--- config.mk ---
export PLATFORM = sky130hd
export DESIGN_NAME = ahb_lite_simple_master
export DESIGN_NICKNAME = d
export VERILOG_FILES = /design/src/rtl/ahb_lite_simple_master.sv
export SDC_FILE = /design/constraint.sdc
export NUM_CORES = 1
export LEC_CHECK = 0
export CORE_ASPECT_RATIO = 0.75
export CORE_UTILIZATION = 37
export DETAILED_ROUTE_END_ITERATION = 8
export GPL_ROUTABILITY_DRIVEN = 1
export PLACE_DENSITY_LB_ADDON = 0.25
export SYNTH_ARGS = -nofsm -noshare
export SYNTH_HDL_FRONTEND = slang
export SYNTH_SLANG_ARGS = --single-unit
export TNS_END_PERCENT = 5
--- constraint.sdc ---
create_clock -name HCLK -period 3.4 [get_ports HCLK]
set_input_delay 0.68 -clock HCLK [delete_from_list [all_inputs] [get_ports HCLK]]
set_output_delay 0.68 -clock HCLK [all_outputs]
set_load 0.01 [all_outputs]
--- src/rtl/ahb_lite_simple_master.sv ---
// AHB-Lite master that runs one SINGLE or INCR4 word transfer per command.
// Address/control and write data are registered; read beats and the
// completion status are reported as one-cycle pulses.
module ahb_lite_simple_master #(
    parameter int unsigned ADDR_W = 32,
    parameter int unsigned DATA_W = 32
) (
    input  logic                HCLK,
    input  logic                HRESETn,

    input  logic                cmd_valid,
    output logic                cmd_ready,
    input  logic                cmd_write,
    input  logic                cmd_burst4,
    input  logic [ADDR_W-1:0]   cmd_addr,
    input  logic [4*DATA_W-1:0] cmd_wdata,

    output logic                rd_valid,
    output logic [DATA_W-1:0]   rd_data,
    output logic [1:0]          rd_beat,
    output logic                done,
    output logic                done_err,

    output logic [ADDR_W-1:0]   HADDR,
    output logic [1:0]          HTRANS,
    output logic                HWRITE,
    output logic [2:0]          HSIZE,
    output logic [2:0]          HBURST,
    output logic [DATA_W-1:0]   HWDATA,
    input  logic [DATA_W-1:0]   HRDATA,
    input  logic                HREADY,
    input  logic [1:0]          HRESP
);

    localparam int unsigned BEATS = 4;

    localparam logic [1:0] TRANS_IDLE   = 2'b00;
    localparam logic [1:0] TRANS_NONSEQ = 2'b10;
    localparam logic [1:0] TRANS_SEQ    = 2'b11;

    localparam logic [2:0] BURST_SINGLE = 3'b000;
    localparam logic [2:0] BURST_INCR4  = 3'b011;
    localparam logic [2:0] SIZE_WORD    = 3'b010;
    localparam logic [1:0] RESP_OKAY    = 2'b00;

    localparam logic [1:0]        LAST_BEAT  = 2'(BEATS - 1);
    localparam logic [ADDR_W-1:0] WORD_STEP  = ADDR_W'(4);
    localparam logic [ADDR_W-1:0] ALIGN_WORD = ~ADDR_W'(3);
    localparam logic [ADDR_W-1:0] ALIGN_BRST = ~ADDR_W'(15);

    typedef enum logic [2:0] {
        ST_IDLE,
        ST_NSEQ,
        ST_SEQ,
        ST_LAST,
        ST_ERR
    } state_t;

    state_t                         state_q,     state_d;
    logic [ADDR_W-1:0]              haddr_q,     haddr_d;
    logic [1:0]                     htrans_q,    htrans_d;
    logic                           hwrite_q,    hwrite_d;
    logic [2:0]                     hburst_q,    hburst_d;
    logic [DATA_W-1:0]              hwdata_q,    hwdata_d;
    logic [BEATS-1:0][DATA_W-1:0]   wdata_q,     wdata_d;
    logic [1:0]                     a_beat_q,    a_beat_d;
    logic [1:0]                     d_beat_q,    d_beat_d;
    logic                           rd_valid_q,  rd_valid_d;
    logic [DATA_W-1:0]              rd_data_q,   rd_data_d;
    logic [1:0]                     rd_beat_q,   rd_beat_d;
    logic                           done_q,      done_d;
    logic                           done_err_q,  done_err_d;
    logic                           cmd_ready_q, cmd_ready_d;

    logic                           resp_err_c;

    // Any response other than OKAY is treated as ERROR.
    assign resp_err_c = (HRESP != RESP_OKAY);

    // Next-state and registered-output computation.
    always_comb begin
        state_d     = state_q;
        haddr_d     = haddr_q;
        htrans_d    = htrans_q;
        hwrite_d    = hwrite_q;
        hburst_d    = hburst_q;
        hwdata_d    = hwdata_q;
        wdata_d     = wdata_q;
        a_beat_d    = a_beat_q;
        d_beat_d    = d_beat_q;
        rd_valid_d  = 1'b0;
        rd_data_d   = rd_data_q;
        rd_beat_d   = rd_beat_q;
        done_d      = 1'b0;
        done_err_d  = 1'b0;

        case (state_q)
            ST_IDLE: begin
                if (cmd_valid) begin
                    state_d  = ST_NSEQ;
                    htrans_d = TRANS_NONSEQ;
                    haddr_d  = cmd_addr & (cmd_burst4 ? ALIGN_BRST : ALIGN_WORD);
                    hwrite_d = cmd_write;
                    hburst_d = cmd_burst4 ? BURST_INCR4 : BURST_SINGLE;
                    wdata_d  = cmd_wdata;
                    a_beat_d = 2'd0;
                end
            end

            // First address phase; no data phase outstanding, HRESP is ignored.
            ST_NSEQ: begin
                if (HREADY) begin
                    d_beat_d = a_beat_q;
                    if (hwrite_q) begin
                        hwdata_d = wdata_q[a_beat_q];
                    end
                    if (hburst_q == BURST_INCR4) begin
                        state_d  = ST_SEQ;
                        htrans_d = TRANS_SEQ;
                        haddr_d  = haddr_q + WORD_STEP;
                        a_beat_d = a_beat_q + 2'd1;
                    end else begin
                        state_d  = ST_LAST;
                        htrans_d = TRANS_IDLE;
                    end
                end
            end

            // Address of beat a_beat overlaps the data phase of beat d_beat.
            ST_SEQ: begin
                if (resp_err_c) begin
                    htrans_d = TRANS_IDLE;
                    if (HREADY) begin
                        state_d    = ST_IDLE;
                        done_d     = 1'b1;
                        done_err_d = 1'b1;
                    end else begin
                        state_d = ST_ERR;
                    end
                end else if (HREADY) begin
                    if (!hwrite_q) begin
                        rd_valid_d = 1'b1;
                        rd_data_d  = HRDATA;
                        rd_beat_d  = d_beat_q;
                    end
                    d_beat_d = a_beat_q;
                    if (hwrite_q) begin
                        hwdata_d = wdata_q[a_beat_q];
                    end
                    if (a_beat_q == LAST_BEAT) begin
                        state_d  = ST_LAST;
                        htrans_d = TRANS_IDLE;
                    end else begin
                        haddr_d  = haddr_q + WORD_STEP;
                        a_beat_d = a_beat_q + 2'd1;
                    end
                end
            end

            // Only the final data phase is left.
            ST_LAST: begin
                if (resp_err_c) begin
                    htrans_d = TRANS_IDLE;
                    if (HREADY) begin
                        state_d    = ST_IDLE;
                        done_d     = 1'b1;
                        done_err_d = 1'b1;
                    end else begin
                        state_d = ST_ERR;
                    end
                end else if (HREADY) begin
                    if (!hwrite_q) begin
                        rd_valid_d = 1'b1;
                        rd_data_d  = HRDATA;
                        rd_beat_d  = d_beat_q;
                    end
                    state_d = ST_IDLE;
                    done_d  = 1'b1;
                end
            end

            // Second cycle of the ERROR response; the failed beat yields no data.
            ST_ERR: begin
                htrans_d = TRANS_IDLE;
                if (HREADY) begin
                    state_d    = ST_IDLE;
                    done_d     = 1'b1;
                    done_err_d = 1'b1;
                end
            end

            default: begin
                state_d  = ST_IDLE;
                htrans_d = TRANS_IDLE;
            end
        endcase

        cmd_ready_d = (state_d == ST_IDLE);
    end

    // State and output registers; reset abandons any command in flight.
    always_ff @(posedge HCLK or negedge HRESETn) begin
        if (!HRESETn) begin
            state_q     <= ST_IDLE;
            haddr_q     <= '0;
            htrans_q    <= TRANS_IDLE;
            hwrite_q    <= 1'b0;
            hburst_q    <= BURST_SINGLE;
            hwdata_q    <= '0;
            wdata_q     <= '0;
            a_beat_q    <= 2'd0;
            d_beat_q    <= 2'd0;
            rd_valid_q  <= 1'b0;
            rd_data_q   <= '0;
            rd_beat_q   <= 2'd0;
            done_q      <= 1'b0;
            done_err_q  <= 1'b0;
            cmd_ready_q <= 1'b1;
        end else begin
            state_q     <= state_d;
            haddr_q     <= haddr_d;
            htrans_q    <= htrans_d;
            hwrite_q    <= hwrite_d;
            hburst_q    <= hburst_d;
            hwdata_q    <= hwdata_d;
            wdata_q     <= wdata_d;
            a_beat_q    <= a_beat_d;
            d_beat_q    <= d_beat_d;
            rd_valid_q  <= rd_valid_d;
            rd_data_q   <= rd_data_d;
            rd_beat_q   <= rd_beat_d;
            done_q      <= done_d;
            done_err_q  <= done_err_d;
            cmd_ready_q <= cmd_ready_d;
        end
    end

    // Output drive.
    assign HADDR     = haddr_q;
    assign HTRANS    = htrans_q;
    assign HWRITE    = hwrite_q;
    assign HSIZE     = SIZE_WORD;
    assign HBURST    = hburst_q;
    assign HWDATA    = hwdata_q;
    assign rd_valid  = rd_valid_q;
    assign rd_data   = rd_data_q;
    assign rd_beat   = rd_beat_q;
    assign done      = done_q;
    assign done_err  = done_err_q;
    assign cmd_ready = cmd_ready_q;

endmodule

# == After elaboration in Yosys (flattened, before gate mapping) ==
# Index checks and enable logic that the tools add are counted.
# totals
output_inout_bits,111
elab_cells,102
regBits,243
# classes
n_reduce_logical,12
n_eq_ne,15
addsub,2
bitwise,3
muxes,51
order_cmp,1
# op_table
op,count
$mux W32,10
$pmux W32 S3,1
$bmux W32 S2,1
$pmux W32 S2,1
$add A32 B3 Y32 const B,1
$and A32 B32 Y32,1
$mux W2,16
$mux W3,8
$pmux W3 S5,1
$ne A2 B2 Y1 const B,7
$eq A3 B2 Y1 const B,3
$pmux W2 S4,1
$mux W1,7
$reduce_and A7 Y1,1
$logic_not A3 Y1,2
$ne A3 B3 Y1 const B,2
$pmux W2 S3,1
$reduce_and A5 Y1,1
$mux W4,1
$pmux W1 S2,2
$pmux W2 S2,1
$reduce_and A2 Y1,2
$reduce_and A4 Y1,1
$reduce_bool A2 Y1,2
other kinds (8),10

# == Logic depth before layout (Yosys ltp) ==
# depth
word_depth,6
depth_mapped,8
depth_no_buf,6

# == Least setup slack after synthesis ==
# OpenSTA, ideal clock, no wires.
# synth_path
path_kind,input to register
start,input HRESP[1]
end,register hwdata_q[10] (netlist: HWDATA[10])
setup_time_ns,0.125
arrival_time_ns,1.882
setup_slack_ns,1.393
path_buffers,2
cell_stages,7
required_time_ns,3.275
cell_sequence,nor3_4 -> mux2_4 -> nand3b_4 -> or2_1 -> buf_6 -> buf_12 -> mux2_4
# synth_via
elab_chain_len,3
# synth_lines
element,line_no,source
start: declaration,32,input logic [1:0] HRESP
$reduce_bool A2 Y1,78,assign resp_err_c = (HRESP != RESP_OKAY);
$ne A2 B2 Y1 (no source line),--,
$reduce_and A2 Y1 (no source line),--,
end signal: assignment,225,hwdata_q <= hwdata_d;
end: declaration,64,"logic [DATA_W-1:0] hwdata_q, hwdata_d;"
# Every way passes these cells.
# A chain may end at the register's enable or synchronous reset.

# == Worst setup path in the final report ==
# layout_path
start,input HRESP[1]
end,register hwdata_q[31] (netlist: HWDATA[31])
# The elaborated chain is that of the path after synthesis.

==> results.md <==
- Synthesized area divided by synthesized cell count: 12.92 sq um
- Endpoint required time on the critical path: 3800 ps
- Number of global-route vias before repair: 7847
- Area growth syn-to-layout: 38.06%
- Pint: 9.171 mW
- Area of the die: 0.03006 sq mm
- Layout cell share with drive strength beyond 1: 16.08%
- Top cell types by occurrence after synthesis: 238 x dfrtp_1, 140 x nand2_1, 80 x mux2_1, 53 x mux2_2, 40 x a21oi_1
- Aggregate global routing overflow: 0
- Critical path cell sequence: clkdlybuf4s50_1 > nor3_4 > mux2_4 > nand3b_4 > or2_2 > buf_4 > mux2_2
- Routed WL: 27.59 mm
- Height of the die: 150.4 um
- Violation count after the first detailed-routing iteration: 286
- Highest net fanout along the worst path: 32
- Post-layout power: 13.57 mW
- Type of the tightest min-delay check: input pin to async pin
- Post-CTS Setup Inserts: 0
- Pin count of the biggest net entering global routing: 70
- Run status: complete, no violations
- Total area of sequential cells: 0.005984 sq mm
- Number of buffers created by CTS: 25
- Detailed-router iteration count before antenna repair: 4
- Slowest cell on the critical path: buf_4
- Type of destination of the critical path: flip-flop
- Clock network power share: 20.0%
- Area used by multi-input combinational logic: 0.004497 sq mm
- Predominant post-synthesis flop cell: dfrtp_1
- Total number of yosys warnings: 0
- Final weighted congestion of routability-driven global placement: 0.8287
- Number of routed nets with antenna violations: 0
- Number of antenna violations at the first check in global routing: 1
- Hold-fix buffers, CTS: 0
- Post-Route Skew: 23.05 ps
- Share of synthesized flip-flops with an asynchronous set or reset: 100.0%
- Sw Ratio: 32.42%
- Via density per instance: 5.008
- Final setup fails: 0
- Maximum achievable frequency: 0.4196 GHz
- Number of cell rows: 53
- Synth area leader: dfrtp_1
- Total of cells resized after clock tree synthesis: 0
- Global-route wire length before repair: 43.22 mm
- Final-layout setup total negative slack: 0 ps
- Number of storage elements in the synthesis netlist: 239
- Transition time of the tightest slew-check pin: 996.0 ps
- Leakage power: 6.297 nW
- Clock insertion delay at the later pin of the skew report: 530 ps
- Sequential share of power: 38.7%
- Hpwl dp: 18.76 mm
- CTS tree: built
- Distinct cells, synth: 60
- Worst rel slew slack: 33.19%
- Comb power frac: 41.3%
- Detail-routed net length per standard cell: 18.03 um
- Post-synthesis cell count: 841
- Maximum VDD drop: 0.5385 mV
- Initial core utilization: 38.18%
- Cell Area, Synth: 0.01086 sq mm
- CTS root buffer: clkbuf_16
- Number of port buffers: 302
- Max-capacitance violation count: 0
- Proportion of netlist area held by the largest area contributor: 54.83%
- WP data arrival: 2790 ps
- Post-synthesis sequential area ratio: 55.07%
- Clk pin slew, worst setup/hold paths: 60 ps
- CTS H-Tree Depth: 1
- Category of the critical setup timing path: input pin to flip-flop
- Width of the chip: 199.9 um
- Startpoint type of the worst setup path: input pin
- Number of placed I/O pins: 311
- Count leader, synth: dfrtp_1
- Dominant cells by area after synthesis: dfrtp_1 55%, mux2_1 8.3%, mux4_2 6.6%
- Maximum buffer depth of the clock tree: 3
- Share of the clock period used by the worst path after layout: 70.09%
- Remaining design rule violation count: 0
- Clock sink total: 239
- Pwr dens: 904.9 mW/mm^2
- Min Tclk post-route: 2383 ps
- Number of enable flip-flop cells after synthesis: 0
- Via Count: 7663
- Filler Cell Count: 2456
- Largest stage delay on the critical path: 570 ps
- RSZ-0062 raised after global routing: false
- Total net switching power: 4.399 mW
- Slew Viols, Final: 0
- Std-Cell Core Area: 0.02845 sq mm
- Number of endpoints with negative hold slack in the final report: 0
- Total number of nets in the final design: 1331
- Global router's overall resource usage: 18.31%
## cell usage in the layout (no fill, tap or decap), drive strengths merged, types with 12 or more instances in the layout
cell type      count
clkdlybuf4s50    301
dfrtp            238
mux2             164
nand2            140
a21oi             40
clkbuf            36
mux4              32
nor2              22
o21ai             20
nand3             17
buf               17
nand4             12
## per-stage QoR
stage | hold WS (ps) | area, sq um | std cells | util (%) | worst slack, ps
after floorplan | 384.4 | 10880 | 845 | - | 1393
after global placement | 451.2 | 14200 | 1487 | 49.91 | 473.9
after detailed placement | 454.2 | 14200 | 1487 | 49.91 | 476.1
after CTS | 117.9 | 14990 | 1529 | 52.71 | 988.7
after global routing | 143.5 | 14990 | 1529 | 52.71 | 909.1
final | 119.8 | 15000 | 1530 | 52.72 | 1017
## flip-flops by register name, indices dropped and copies added, names as in the netlist
register   count
d_beat_q       2
HADDR         30
HWDATA        32
rd_valid       1
cmd_ready      1
a_beat_q       2
done           1
rd_data       32
HWRITE         1
HBURST         1
rd_beat        2
state_q        3
wdata_q      128
done_err       1
HTRANS         2
## power groups by stage
stage | combinational, mW | clock [mW] | sequential (mW)
4_1_cts | 5.68 | 2.80 | 5.26
2_1_floorplan | 3.42 | 0 | 5.24
5_1_grt | 6.11 | 2.91 | 5.45
3_5_place_dp | 5.66 | 0 | 5.28
6_report | 5.61 | 2.71 | 5.25
3_3_place_gp | 5.55 | 0 | 5.23
## final cells by class
cell class / instances / area share, %
multi-input combinational: 542 / 29.98
tap: 385 / 3.212
clock buffer: 36 / 4.781
inverter: 3 / 0.07509
timing repair buffer: 318 / 21.49
clock inverter: 6 / 0.5340
antenna: 1 / 0.01669
sequential: 239 / 39.90
## critical path, delay by kind of cell
kind          cells  cell delay (ps)
buf+inv           2             1120
mux               2              680
simple gates      3              270
## path summary, 6_finish.rpt
check | from | end | slack [ps] | cells past startpoint
max | HRESP[1] | HWDATA[31] | 1020 | 7
min in group HCLK | d_beat_q[1] | rd_beat[1] | 460 | 2
max reg2reg | a_beat_q[0] | HWDATA[14] | 1090 | 3
min | HRESETn | wdata_q[21] | 120 | 1
min reg2reg | d_beat_q[1] | rd_beat[1] | 460 | 2
max in group asynchronous | HRESETn | wdata_q[6] | 2520 | 2
## metal layers
metal / wire length, um / GRT usage (%) / part of all wire, % / vias up
met4: 457 / 3.626 / 1.7 / 0
met3: 2151 / 5.690 / 7.8 / 35
li1: - / - / - / 3594
met2: 12270 / 27.69 / 44 / 238
met1: 12720 / 25.84 / 46 / 3796
met5: 0 / 0 / 0 / -
## cells by family (layout without fill, tap and decap cells)
logic type	Yosys count	count (layout)	synth area share [%]
xor gates and xnor gates	1	1	0.08064
and+or+nand+nor	232	232	9.963
AOI/OAI and AO/OA	105	105	6.116
other	2	7	0.06913
adders and majority gates	2	2	0.2303
buffers and inverters	64	363	3.766
DFF	239	239	55.07
muxes	196	196	24.71
(Power assumes the default switching activity.)
